File: src/rtl/main_fsm.sv
// Multicycle processor main control FSM: Moore machine, outputs decoded from the state register.
// Define COND_SKIP_EN to send failed-condition instructions straight from DECODE back to FETCH.
module main_fsm (
  input  logic       clk,
  input  logic       reset,
  input  logic [1:0] Op,
  input  logic [5:0] Funct,
  input  logic       CondEx,
  output logic       IRWrite,
  output logic       AdrSrc,
  output logic       NextPC,
  output logic       RegW,
  output logic       MemW,
  output logic       Branch,
  output logic       ALUOp,
  output logic [1:0] ALUSrcA,
  output logic [1:0] ALUSrcB,
  output logic [1:0] ResultSrc,
  output logic [3:0] State
);

  typedef enum logic [3:0] {
    S_FETCH    = 4'd0,
    S_DECODE   = 4'd1,
    S_MEMADR   = 4'd2,
    S_MEMRD    = 4'd3,
    S_MEMWB    = 4'd4,
    S_MEMWR    = 4'd5,
    S_EXECUTER = 4'd6,
    S_EXECUTEI = 4'd7,
    S_ALUWB    = 4'd8,
    S_BRANCH   = 4'd9
  } state_t;

  state_t state_q, state_d;
  state_t decode_tgt;

  logic unused_bits;
  assign unused_bits = ^{Funct[4:1], CondEx};

  always_comb begin
    decode_tgt = S_FETCH;
    case (Op)
      2'b00:   decode_tgt = Funct[5] ? S_EXECUTEI : S_EXECUTER;
      2'b01:   decode_tgt = S_MEMADR;
      2'b10:   decode_tgt = S_BRANCH;
      default: decode_tgt = S_FETCH;
    endcase
  end

  always_comb begin
    state_d = S_FETCH;
    case (state_q)
      S_FETCH:    state_d = S_DECODE;
      S_DECODE: begin
`ifdef COND_SKIP_EN
        state_d = CondEx ? decode_tgt : S_FETCH;
`else
        state_d = decode_tgt;
`endif
      end
      S_MEMADR:   state_d = Funct[0] ? S_MEMRD : S_MEMWR;
      S_MEMRD:    state_d = S_MEMWB;
      S_EXECUTER: state_d = S_ALUWB;
      S_EXECUTEI: state_d = S_ALUWB;
      default:    state_d = S_FETCH;  // also recovers from the unused encodings 10-15
    endcase
  end

  always_ff @(posedge clk) begin
    if (reset) state_q <= S_FETCH;
    else       state_q <= state_d;
  end

  assign State = state_q;

  always_comb begin
    IRWrite   = 1'b0;
    AdrSrc    = 1'b0;
    NextPC    = 1'b0;
    RegW      = 1'b0;
    MemW      = 1'b0;
    Branch    = 1'b0;
    ALUOp     = 1'b0;
    ALUSrcA   = 2'b00;
    ALUSrcB   = 2'b00;
    ResultSrc = 2'b00;
    case (state_q)
      S_FETCH: begin
        IRWrite   = 1'b1;
        NextPC    = 1'b1;
        ALUSrcA   = 2'b01;
        ALUSrcB   = 2'b10;
        ResultSrc = 2'b10;
      end
      S_DECODE: begin
        ALUSrcA   = 2'b01;
        ALUSrcB   = 2'b10;
        ResultSrc = 2'b10;
      end
      S_MEMADR:   ALUSrcB = 2'b01;
      S_MEMRD:    AdrSrc  = 1'b1;
      S_MEMWB: begin
        ResultSrc = 2'b01;
        RegW      = 1'b1;
      end
      S_MEMWR: begin
        AdrSrc = 1'b1;
        MemW   = 1'b1;
      end
      S_EXECUTER: ALUOp = 1'b1;
      S_EXECUTEI: begin
        ALUOp   = 1'b1;
        ALUSrcB = 2'b01;
      end
      S_ALUWB:    RegW = 1'b1;
      S_BRANCH: begin
        ALUSrcA   = 2'b10;
        ALUSrcB   = 2'b01;
        ResultSrc = 2'b10;
        Branch    = 1'b1;
      end
      default: ;
    endcase
  end

endmodule

File: config.mk
export PLATFORM = sky130hd
export DESIGN_NAME = main_fsm
export DESIGN_NICKNAME = d
export VERILOG_FILES = /design/src/rtl/main_fsm.sv
export SDC_FILE = /design/constraint.sdc
export NUM_CORES = 1
export LEC_CHECK = 0
export BUFFER_PORTS_ARGS = -buffer_cell sky130_fd_sc_hd__buf_4
export CORE_AREA = 2 2 39 41
export DETAILED_ROUTE_END_ITERATION = 10
export DIE_AREA = 0 0 41 43
export HOLD_SLACK_MARGIN = 0.12
export PLACE_DENSITY = 0.61
export SLEW_MARGIN = 20
export SYNTH_ARGS = -nofsm -noshare
export SYNTH_HDL_FRONTEND = slang
export SYNTH_SLANG_ARGS = --single-unit
export TNS_END_PERCENT = 5
File: constraint.sdc
create_clock -name clk -period 1.9 [get_ports clk]
set_clock_uncertainty 0.05 [all_clocks]
set_input_delay 0.38 -clock clk [delete_from_list [all_inputs] [get_ports clk]]
set_output_delay 0.38 -clock clk [all_outputs]
set_load 0.005 [all_outputs]
Word level (Yosys, flattened, before mapping)
Index checks and enable logic that the tools add are counted.

Register bits after elaboration: 4. Word-level logic and storage cells: 33. Output and inout port bits: 17. Input bits: 11.

Reduce and logical (&&, ||, !) cells: 8. Eq/ne operators: 11. Multiplexer cells: 13.

Operator list (count): 4-bit case mux with 5 select lines (1); 4-bit by 3-bit equality test with 1-bit output, second input constant (4); 2-bit case mux with 2 select lines (3); 4-bit case mux with 3 select lines (1); 4-bit by 2-bit equality test with 1-bit output, second input constant (2); 4-bit equality test, second input constant (2); 2-bit OR reduction (4); 1-bit 2-to-1 mux (7); 3-bit OR reduction (2); 4-bit by 1-bit equality test with 1-bit output, second input constant (1); 4-bit logical NOT (1); 3-bit 2-to-1 mux (1); 2-bit by 1-bit equality test with 1-bit output, second input constant (1); 2-bit equality test, second input constant (1); 2-bit logical NOT (1).

Logic depth before layout (Yosys ltp)
Gate-level depths: netlist of run 1.

Word-level depth: 3. Gate-level depth with buffers: 4. Mapped depth without buffers: 3.

Worst setup path after synthesis of run 1
OpenSTA, ideal clock, no wires.

Kind: register to output. Start: register state_q[1] (netlist: State[1]). End: output NextPC. Path buffers: 2. Arrival time: 1.059 ns. Setup slack: 0.411 ns. Data required time: 1.470 ns. Stages on the path, launching flop included: 4. Cell sequence: dfxtp_1 > buf_4 > nor4_1 > buf_4.

Longest elaborated chain between the ends: 2.

RTL lines: start: declaration (RTL line 35) `state_t state_q, state_d;`; start signal: assignment (RTL line 72) `else state_q <= state_d;`; 4-bit logical NOT; 1-bit 2-to-1 mux; end: declaration (RTL line 11) `output logic NextPC,`.

Every way passes these cells.

Worst setup path after layout of run 1
Start: register state_q[0] (netlist: State[0]). End: output ALUSrcB[0].

Longest elaborated chain between the ends: 3. Elaborated cells on any way between the ends: 8. Those cells by class: eq/ne (4); mux (1); reduce/logical (3).

RTL lines: 4-bit equality test (tied with other cells) (RTL line 88) `case (state_q)`; 3-bit OR reduction (no source line) or 2-bit OR reduction (tied branches); 2-bit case mux with 2 select lines * (RTL line 88); end: declaration (RTL line 17) `output logic [1:0] ALUSrcB,`.

Mark *: on every way between the ends. The rest lies on a longest branch, timed or not.

==> results of run 1 <==
[synthesized netlist by cell type, types with 2 or more instances]
master	count
buf_4	3
nor3_1	4
nor3b_1	2
or3_1	2
dfxtp_1	4
nor2_1	6
nand2_1	2
inv_1	2
a21oi_1	2
nor4_1	2
nand2b_2	2
[cells by family after synthesis]
group                  after synthesis
buffers and inverters                7
flip-flops                           4
AND/OR/NAND/NOR                     24
AO/OA/AOI/OAI                        7
XOR/XNOR                             1
[worst max-delay path: stages (launching register included)]
cell and delay, ps:
dfxtp_1 420, nand2b_2 160, nor2_2 60, or3_1 370, buf_4 140
[layout make-up]
cell class,count,area share [%]
sequential,4,15.68
tap,16,3.800
timing repair buffer,25,36.34
clock buffer,3,4.276
inverter,2,1.425
multi-input combinational,32,38.48
[routing by layer]
| metal | global-route usage [%] | vias to the layer above |
|---|---|---|
| met2 | 15.31 | 13 |
| li1 | - | 194 |
| met3 | 1.571 | 2 |
| met5 | 0 | - |
| met4 | 12.00 | 0 |
| met1 | 15.53 | 156 |
[final timing paths]
kind,depth (start not counted),start,endpoint
max reg2reg,3,State[2],State[2]
min reg2reg,2,State[1],State[2]
max,4,State[0],ALUSrcB[0]
min,2,reset,State[3]
[repair_timing]
| item | CTS | global route |
|---|---|---|
| buffers inserted | 0 | 0 |
| setup endpoints to repair | 1 | 1 |
| resized for setup | 1 | 3 |
[power by group through the flow]
stage,registers (uW),clock network (uW),logic (uW)
after floorplan,96.6,0,63.5
after global placement,104,0,106
after detailed placement,104,0,106
after CTS,103,113,106
after global routing,106,112,119
final,104,106,106
[metrics by stage]
step	hold slack, ps	setup slack [ps]	instance area (um2)	power [uW]
CTS	251.0	54.76	515.5	323.1
detailed placement	501.4	260.9	491.7	210.5
global route	267.8	15.63	526.8	336.4
floorplan	406.8	410.7	322.8	160.1
global placement	500.9	260.7	491.7	210.0
finish	257.1	84.02	526.8	316.1
==> summary.txt, run 1 <==
Detailed routing
  – Drt via density: 4.451
  – Drt pass-1 iters: 4
  – ANT nets after route: 0
  – Wire per inst: 10.16 um
  – Vias after detailed routing: around 370
  – DR iter-0 viols: 8
  – DRT met1 WL: ~360 um
  – Post-Route WL: approximately 830 um
  – Max Used Layer: met4
  – Met3 wire length: around 54 um
  – Metal2 WL: 410 um
  – Residual DRC count: 0

Worst setup path
  – CP startpoint kind: register
  – Worst-path fanout max: 12
  – Worst Setup End Kind: output pin
  – R2r setup slk: about 710 ps
  – CP arrival: 1390 ps
  – Worst Path Required: around 1500 ps
  – Crit Path Category: reg -> out

Finish
  – Layout Cells excl Fill: 82
  – Filler Cell Count: 158
  – Diodes inserted: 0
  – Seq. cell area: 82.58 um2
  – Max FFs per register: 4
  – # nets final: 79
  – Layout area overhead: 63.18%
  – Post-layout util: 38.07%
  – Layout cell share with drive strength beyond 1: 54.55%
  – Most frequent cells in the layout: buf_4, nor2_1, nor3_1, clkbuf_4
  – Footprint of the multi-input gates: 202.7 um2
  – Commonest non-fill, non-tap cell in the layout: buf_4

CTS
  – Clock latency on the worst-skew pair: 240 ps
  – Num Clock Sinks: 4
  – Clock Pin Slew Worst Setup and Hold Paths: ~30 ps
  – CTS tree: done
  – Cts hold-fix bufs: 0
  – Clock Tree Root: clkbuf_4
  – Bufs on Longest Clock Path: 2
  – CTS buffer count: 3
  – H-tree depth: 1

Pwr
  – Peak VDD IR: 0.0003182 V
  – Sw frac: 28.34%
  – Combinational power share: 33.6%
  – NetSw: between 80 and 90 uW
  – Power per standard cell area: 600.1 nW/um2
  – Sequential Power Share: 32.9%
  – Cell internal pwr: 226.5 uW
  – Leakage Power: approximately 0.00023 uW
  – Clock group share of total power: 33.5%

STA
  – Tmin final: 1816 ps
  – Worst slew margin: 73.60%
  – Crit share post-route: 95.58%
  – Worst-margin pin slew: roughly 400 ps
  – Final count of hold timing violations: 0
  – Peak Freq: 0.5507 GHz
  – Final slew viol count: 0
  – Setup TNS: 0 ps
  – Finish-stage setup viols: 0
  – Unrepaired setup endpoints after global routing: no

Floorplan
  – Ports: 28
  – Die ar.: 1763 um2
  – Core Rows: 14
  – Die width: 41 um
  – Placeable Area: roughly 1400 um2
  – Initial Utilization: 23.33%
  – Die H: 43 um

Global route
  – GR Util All Layers: 11.87%
  – First-pass GRT wire length: 1366 um
  – Vias in the first global route: 317
  – Largest net degree at the start of global routing: 13
  – Antenna violations before repair: 0
  – Gr ovfl total: 0

Synthesis
  – Cells after synthesis: 43
  – Synth Net Count: 54
  – Post-synth top area share: 24.81%
  – Warnings, synthesis: 0
  – Post-synthesis mux area share: 0%
  – Top cells by area, synth: dfxtp_1, buf_4, nor2_1
  – Post-Syn Area: 322.8 um2
  – Largest family of logic cells by synthesized area: simple AND/OR/NAND/NOR gates
  – Compound-Gate Fraction of Synth Area: between 10 and 15%
  – Flops & latches, synth: 4
  – Distinct cells, synth: 23
  – Post-synth top area cell: dfxtp_1
  – Avg Synthesized Cell Area: 7.507 um2
  – Synth Area in XOR/XNOR: 2.713%
  – Simple-gate share of the synthesized area: 43.41%
  – Ys async rst share: 0%
  – Count of flip-flops with a built-in enable after synthesis: 0
  – Synth Flop Type: dfxtp_1
  – Post-synthesis sequential area ratio: between 20% and 30%
  – Adder-Cell Fraction of Synth Area: 0%

Placement
  – Routability Congestion: 0.6891
  – IO Port Bufs: 22
  – Dpl cells: 79
  – Post-DP HPWL: 668.6 um

Run
  – Maxcap violations: 0

Status
  – Run status: completed

Hold path
  – Min-delay worst type: in -> reg
Note: power is estimated with default switching activity, not from simulation.
==> inputs of run 2 (changes only) <==
==> constraint.sdc (replaced) <==
create_clock -name clk -period 1.9 [get_ports clk]
set_clock_uncertainty 0.05 [all_clocks]
set_input_delay 0.19 -clock clk [delete_from_list [all_inputs] [get_ports clk]]
set_output_delay 0.19 -clock clk [all_outputs]
set_load 0.005 [all_outputs]
==> run 2 against run 1 <==
Maximum frequency grew 12%. Largest cell class is now buffers. Total power shrank 1.2%. Die area is the same. Sequential power shrank 4%. Via count rose by 0.82%. Cell count is 1.2% higher. Critical path type unchanged.
==> summary.txt, run 2 (synthesis results as in run 1) <==
STA
  – Worst slew margin: 73.00% (-0.60 points)
  – Final count of hold timing violations: 0 (unchanged)
  – Setup ws final: 278.1 ps (+194.1 ps)
  – Tmin final: 1622 ps (-194.1 ps)
  – Worst-margin pin slew: 401.3 ps (+5.816 ps)
  – Crit share post-route: 85.36% (-10 points)
  – Setup TNS: 0 ps (unchanged)
  – Final slew viol count: 0 (unchanged)
  – Unrepaired setup endpoints after global routing: no
  – Finish-stage setup viols: 0 (unchanged)
  – Peak Freq: 0.6166 GHz (+12%)

Floorplan
  – Die width: 41 um (unchanged)
  – Die ar.: 1763 um2 (unchanged)
  – Initial Utilization: 23.33% (unchanged)
  – Die H: 43 um (unchanged)
  – Placeable Area: 1384 um2 (unchanged)
  – Ports: 28 (unchanged)
  – Core Rows: 14 (unchanged)

CTS
  – Clock latency on the worst-skew pair: 230 ps (about the same)
  – Clock Pin Slew Worst Setup and Hold Paths: 40 ps (about the same)
  – Bufs on Longest Clock Path: 2 (unchanged)
  – CTS tree: done
  – Clock Tree Root: clkbuf_4
  – CTS buffer count: 3 (unchanged)
  – H-tree depth: 1 (unchanged)
  – Post-CTS setup buffers: 0 (unchanged)
  – Num Clock Sinks: 4 (unchanged)

Worst setup path
  – Worst Setup End Kind: output pin
  – CP arrival: 1380 ps (about the same)
  – Crit Path Category: reg -> out
  – CP startpoint: State[0]
  – CP startpoint kind: register
  – Worst r2r src: State[0]
  – Worst Path Required: 1660 ps (+190 ps)
  – Worst-path fanout max: 12 (unchanged)

Global route
  – Gr ovfl total: 0 (unchanged)
  – GR Util All Layers: 11.74% (-0.14 points)
  – Largest net degree at the start of global routing: 15 (+2)
  – Vias in the first global route: 340 (+7.3%)
  – Antenna violations before repair: 0 (unchanged)
  – First-pass GRT wire length: 1407 um (+3.0%)

Pwr
  – Peak VDD IR: 0.0003227 V (+1.4%)
  – Leakage Power: 0.0002335 uW (+0.67%)
  – Power per standard cell area: 595.7 nW/um2 (-0.75%)
  – Tot Pwr: 312.3 uW (-1.2%)

Placement
  – Routability Congestion: 0.7098 (+3.0%)
  – Worst slack, placed: 516.0 ps (+255.1 ps)
  – IO Port Bufs: 22 (unchanged)
  – Post-DP HPWL: 655.6 um (-1.9%)

Finish
  – # nets final: 80 (+1.3%)
  – Layout area overhead: 62.40%
  – Most frequent cells in the layout: buf_4, nor2_1, dfxtp_1, nor3_1, clkbuf_4
  – Diodes inserted: 0 (unchanged)
  – Commonest non-fill, non-tap cell in the layout: buf_4
  – Layout cell share with drive strength beyond 1: 49.25% (-5.3 points)
  – Max FFs per register: 4 (unchanged)
  – Filler Cell Count: 161 (+1.9%)

Detailed routing
  – Vias after detailed routing: 368 (+0.82%)
  – ANT nets after route: 0 (unchanged)
  – Drt pass-1 iters: 2 (-2)
  – Wire per inst: 10.01 um (-1.4%)
  – Residual DRC count: 0 (unchanged)
  – Post-Route WL: 831 um (-0.24%)
  – Drt via density: 4.434 (-0.39%)
  – DR iter-0 viols: 4 (-4)

Status
  – Run status: completed

Hold path
  – Min-delay worst type: in -> reg
  – Hold Startpoint: Funct[0]

Run
  – Maxcap violations: 0 (unchanged)
[run 2: stage by stage]
| stage | util, % | hold slack, ps | std cells | instance area (um2) |
|---|---|---|---|---|
| 3_5_place_dp | 35.53 | 315.3 | 79 | 491.7 |
| 3_3_place_gp | 35.53 | 311.0 | 79 | 491.7 |
| 6_report | 37.88 | 177.5 | 83 | 524.3 |
| 2_1_floorplan | - | 216.8 | 43 | 322.8 |
| 4_1_cts | 37.88 | 172.6 | 83 | 524.3 |
| 5_1_grt | 37.88 | 189.7 | 83 | 524.3 |
[run 2: layout make-up]
type / instances / area (um2) / area share [%]
sequential: 4 / 80.08 / 15.27
tap: 16 / 20.02 / 3.819
inverter: 2 / 7.507 / 1.432
clock buffer: 3 / 22.52 / 4.296
multi-input combinational: 32 / 196.4 / 37.47
timing repair buffer: 26 / 197.7 / 37.71
[run 2: per-layer routing]
layer | vias to the layer above | track usage [%] | share of wire, %
met5 | - | 0 | 0
met4 | 0 | 4.000 | 0
met3 | 0 | 4.712 | 7.0
met2 | 15 | 18.75 | 53
met1 | 157 | 13.46 | 39
li1 | 196 | - | -
[run 2: worst paths after layout]
kind	endpoint	slack (ps)	cells after the start
setup / recovery	ALUSrcB[0]	280	4
hold / removal	State[2]	180	3
setup reg to reg	State[3]	750	3
hold reg to reg	State[3]	570	2
[run 2: critical path: stages (launching register included)]
cell,delay [ps]
dfxtp_1,410
nand2b_2,170
nor2_2,70
or3_1,360
buf_4,140
[run 2: timing repair]
action                                 in CTS  in global routing
resized for setup                           0                  0
hold buffers                                1                  0
endpoints found under the hold margin       1                  0
[run 2: power breakdown]
part	total [uW]	switching (uW)	internal, uW
Combinational	110	45.2	65.3
Clock	102	31.9	70.5
Sequential	99.4	9.16	90.3
Total	312	86.3	226
==> inputs of run 3 (changes only) <==
--- a/config.mk
+++ b/config.mk
@@ -5,12 +5,13 @@
 export SDC_FILE = /design/constraint.sdc
 export NUM_CORES = 1
 export LEC_CHECK = 0
+export ABC_AREA = 1
 export BUFFER_PORTS_ARGS = -buffer_cell sky130_fd_sc_hd__buf_4
 export CORE_AREA = 2 2 39 41
 export DETAILED_ROUTE_END_ITERATION = 10
 export DIE_AREA = 0 0 41 43
 export HOLD_SLACK_MARGIN = 0.12
-export PLACE_DENSITY = 0.61
+export PLACE_DENSITY = 0.64
 export SLEW_MARGIN = 20
 export SYNTH_ARGS = -nofsm -noshare
 export SYNTH_HDL_FRONTEND = slang
==> run 3 against run 2 <==
First-iteration DRC count rose by 25%. Clock power rose by 8%. Total power rose by 6.2%. Sequential cell count did not move. Critical endpoint unchanged. Critical path depth rose by 1. Non-clock buffer count fell by 2. Cell count rose by 13%.
==> summary.txt, run 3 <==
Status
  – Run status: completed

Detailed routing
  – Met3 wire length: 87 um (+50%)
  – Post-Route WL: 951 um (+14%)
  – Drt pass-1 iters: 4 (+2)
  – DRT met1 WL: 364 um (+11%)
  – Vias after detailed routing: 406 (+10%)
  – ANT nets after route: 0 (unchanged)
  – Wire per inst: 10.12 um (+1.0%)
  – Metal2 WL: 499 um (+12%)
  – Drt via density: 4.319 (-2.6%)
  – DR iter-0 viols: 5 (+1)
  – Residual DRC count: 0 (unchanged)
  – Max Used Layer: met3

Hold path
  – Worst Hold Depth: 4 (+1)
  – WHS Endpoint: State[0]
  – Hold Startpoint: Op[0]
  – Min-delay worst type: in -> reg

Floorplan
  – Ports: 28 (unchanged)
  – Die ar.: 1763 um2 (unchanged)
  – Die width: 41 um (unchanged)
  – Placeable Area: 1384 um2 (unchanged)
  – Initial Utilization: 25.77% (+2.4 points)
  – Core Rows: 14 (unchanged)
  – Die H: 43 um (unchanged)

Synthesis
  – Flops & latches, synth: 4 (unchanged)
  – Top cells by area, synth: dfxtp_1, nand3_1, nor2_1
  – Distinct cells, synth: 17 (-26%)
  – Post-synthesis sequential area ratio: 22.46% (-2.4 points)
  – Synth top cells by count: nand3_1, nor2_1, inv_2, nand2_1
  – Avg Synthesized Cell Area: 6.728 um2 (-10%)
  – Ys async rst share: 0% (unchanged)
  – Count of flip-flops with a built-in enable after synthesis: 0 (unchanged)
  – Warnings, synthesis: 0 (unchanged)
  – Synth Flop Type: dfxtp_1
  – Post-Syn Area: 356.6 um2 (+10%)
  – Post-synth top area share: 22.46% (-2.4 points)
  – Post-synth top area cell: dfxtp_1
  – Synth Net Count: 64 (+19%)
  – Cells after synthesis: 53 (+23%)

Placement
  – Post-DP HPWL: 749.4 um (+14%)
  – IO Port Bufs: 22 (unchanged)
  – Routability Congestion: 0.7555 (+6.4%)
  – Worst slack, placed: 565.8 ps (+49.76 ps)

Worst setup path
  – Worst-path fanout max: 8 (-4)
  – Worst Setup End Kind: output pin
  – Crit path buf inv count: 2 (+1)
  – Reg-to-reg critical path endpoint: State[2]
  – Top delay family on crit path: flip-flops
  – R2R depth: 3 (unchanged)
  – Crit-path cells: buf_4 > nor2_8 > nand3_2 > nand3_1 > buf_4
  – CP startpoint kind: register
  – Worst Path Required: 1660 ps (about the same)
  – Worst r2r src: State[1]
  – Most Frequent Cell on Critical Path: buf_4
  – CP startpoint: State[1]
  – Crit Path Category: reg -> out
  – R2r setup slk: 810 ps (+60 ps)
  – Crit path max-delay cell type: dfxtp_1
  – Largest stage delay, worst path: 490 ps (+80 ps)
  – CP arrival: 1340 ps (-40 ps)

Pwr
  – Cell internal pwr: 222.4 uW (-1.6%)
  – Combinational power share: 36.6% (+1.2 points)
  – Clock group share of total power: 33.2% (+0.4 points)
  – Sw frac: 32.90% (+5.3 points)
  – Sequential Power Share: 30.2% (-1.6 points)
  – Leakage Power: 0.0002968 uW (+27%)
  – Power per standard cell area: 588.8 nW/um2 (-1.1%)
  – Peak VDD IR: 0.0002330 V (-28%)
  – NetSw: 109.1 uW (+26%)

Finish
  – Max FFs per register: 4 (unchanged)
  – # nets final: 91 (+14%)
  – Layout cell share with drive strength beyond 1: 56.41% (+7.2 points)
  – Diodes inserted: 0 (unchanged)
  – Commonest non-fill, non-tap cell in the layout: buf_4
  – Filler Cell Count: 154 (-4.3%)
  – Layout area overhead: 57.89%
  – Most frequent cells in the layout: buf_4, nor2_1, nand3_1, inv_2, nand2_1

STA
  – Crit share post-route: 83.15% (-2.2 points)
  – Tmin final: 1580 ps (-41.99 ps)
  – Final count of hold timing violations: 0 (unchanged)
  – Final slew viol count: 0 (unchanged)
  – Setup ws final: 320.1 ps (+41.99 ps)
  – Setup TNS: 0 ps (unchanged)
  – Peak Freq: 0.6329 GHz (+2.7%)
  – Worst slew margin: 79.03% (+6.0 points)
  – Unrepaired setup endpoints after global routing: no
  – Finish-stage setup viols: 0 (unchanged)
  – Worst-margin pin slew: 314.1 ps (-87.23 ps)

Global route
  – First-pass GRT wire length: 1373 um (-2.4%)
  – Antenna violations before repair: 0 (unchanged)
  – GR Util All Layers: 11.85% (+0.11 points)
  – Gr ovfl total: 0 (unchanged)
  – Largest net degree at the start of global routing: 9 (-6)
  – Vias in the first global route: 343 (+0.88%)

CTS
  – CTS tree: done
  – CTS buffer count: 3 (unchanged)
  – Clock Tree Root: clkbuf_4
  – Bufs on Longest Clock Path: 2 (unchanged)
  – Post_cts resized: 0 (unchanged)
  – Post-CTS setup buffers: 0 (unchanged)
  – Num Clock Sinks: 4 (unchanged)
  – Clock Pin Slew Worst Setup and Hold Paths: 40 ps (about the same)
  – Clock latency on the worst-skew pair: 240 ps (about the same)
  – H-tree depth: 1 (unchanged)

Run
  – Maxcap violations: 0 (unchanged)
## run 3: cell count changes in the layout (fill, tap and decap cells not counted), moves of 2 or more
cell      delta
nor2_4       +2
inv_1        +2
nor3b_1      -2
or3_1        -2
a21oi_2      +3
nor3_1       -4
nand2_2      +2
inv_2        +6
nand2b_2     -2
nor2_1       +2
buf_4        -2
nand3_1      +8
nand2_1      +4
nor4_1       -2
## run 3: cell families (layout without fill, tap and decap cells)
group / after synthesis / count (layout) / synth area share [%]
simple gates: 30 / 30 / 47.72
buf+inv: 12 / 37 / 15.79
compound gates: 7 / 7 / 14.04
flops: 4 / 4 / 22.46
## run 3: power by group through the flow
stage          logic (uW)  clock network [uW]  registers (uW)
2_1_floorplan        70.3                   0            98.9
3_3_place_gp          120                   0             101
3_5_place_dp          121                   0             101
4_1_cts               123                 114             100
5_1_grt               136                 116             101
6_report              121                 110             100
## run 3: worst max-delay path by stage
stage / to / cells after the start
6_report: ALUSrcB[0] / 5
5_1_grt: ALUSrcB[0] / 5
4_1_cts: ALUSrcB[0] / 5
3_5_place_dp: ALUSrcB[0] / 5
3_3_place_gp: ALUSrcB[0] / 5
2_1_floorplan: NextPC / 5
## run 3: timing repair
action,CTS,global route
endpoints found under the hold margin,4,0
hold buffers,1,0
setup endpoints to repair,0,0
## run 3: layout make-up
class / instances / area [um2] / share of cell area, %
Multi-Input combinational cell: 37 / 220.2 / 39.11
Clock buffer: 3 / 22.52 / 4.000
Inverter: 10 / 37.54 / 6.667
Timing Repair Buffer: 24 / 182.7 / 32.44
Sequential cell: 4 / 80.08 / 14.22
Tap cell: 16 / 20.02 / 3.556
## run 3: per-layer routing
metal	vias up	GRT usage [%]
met5	-	0
met3	0	3.141
met1	171	12.54
li1	217	-
met4	0	8.000
met2	18	19.06
## run 3: worst register-to-register path, stage by stage, from the launching register on
cell	delay, ps
dfxtp_1	490
buf_4	230
nand3_1	80
a21oi_1	170
## run 3: metrics by stage
stage                     std cells  area (um2)  utilization [%]  hold slack [ps]  total power (uW)
after floorplan                  53       356.6                -            202.4             169.2
after global placement           90       530.5            38.34            332.8             221.7
after detailed placement         90       530.5            38.34            334.2             222.4
after CTS                        94       563.0            40.69            180.8             336.9
after global routing             94       563.0            40.69            205.9             353.8
final                            94       563.0            40.69            183.8             331.5
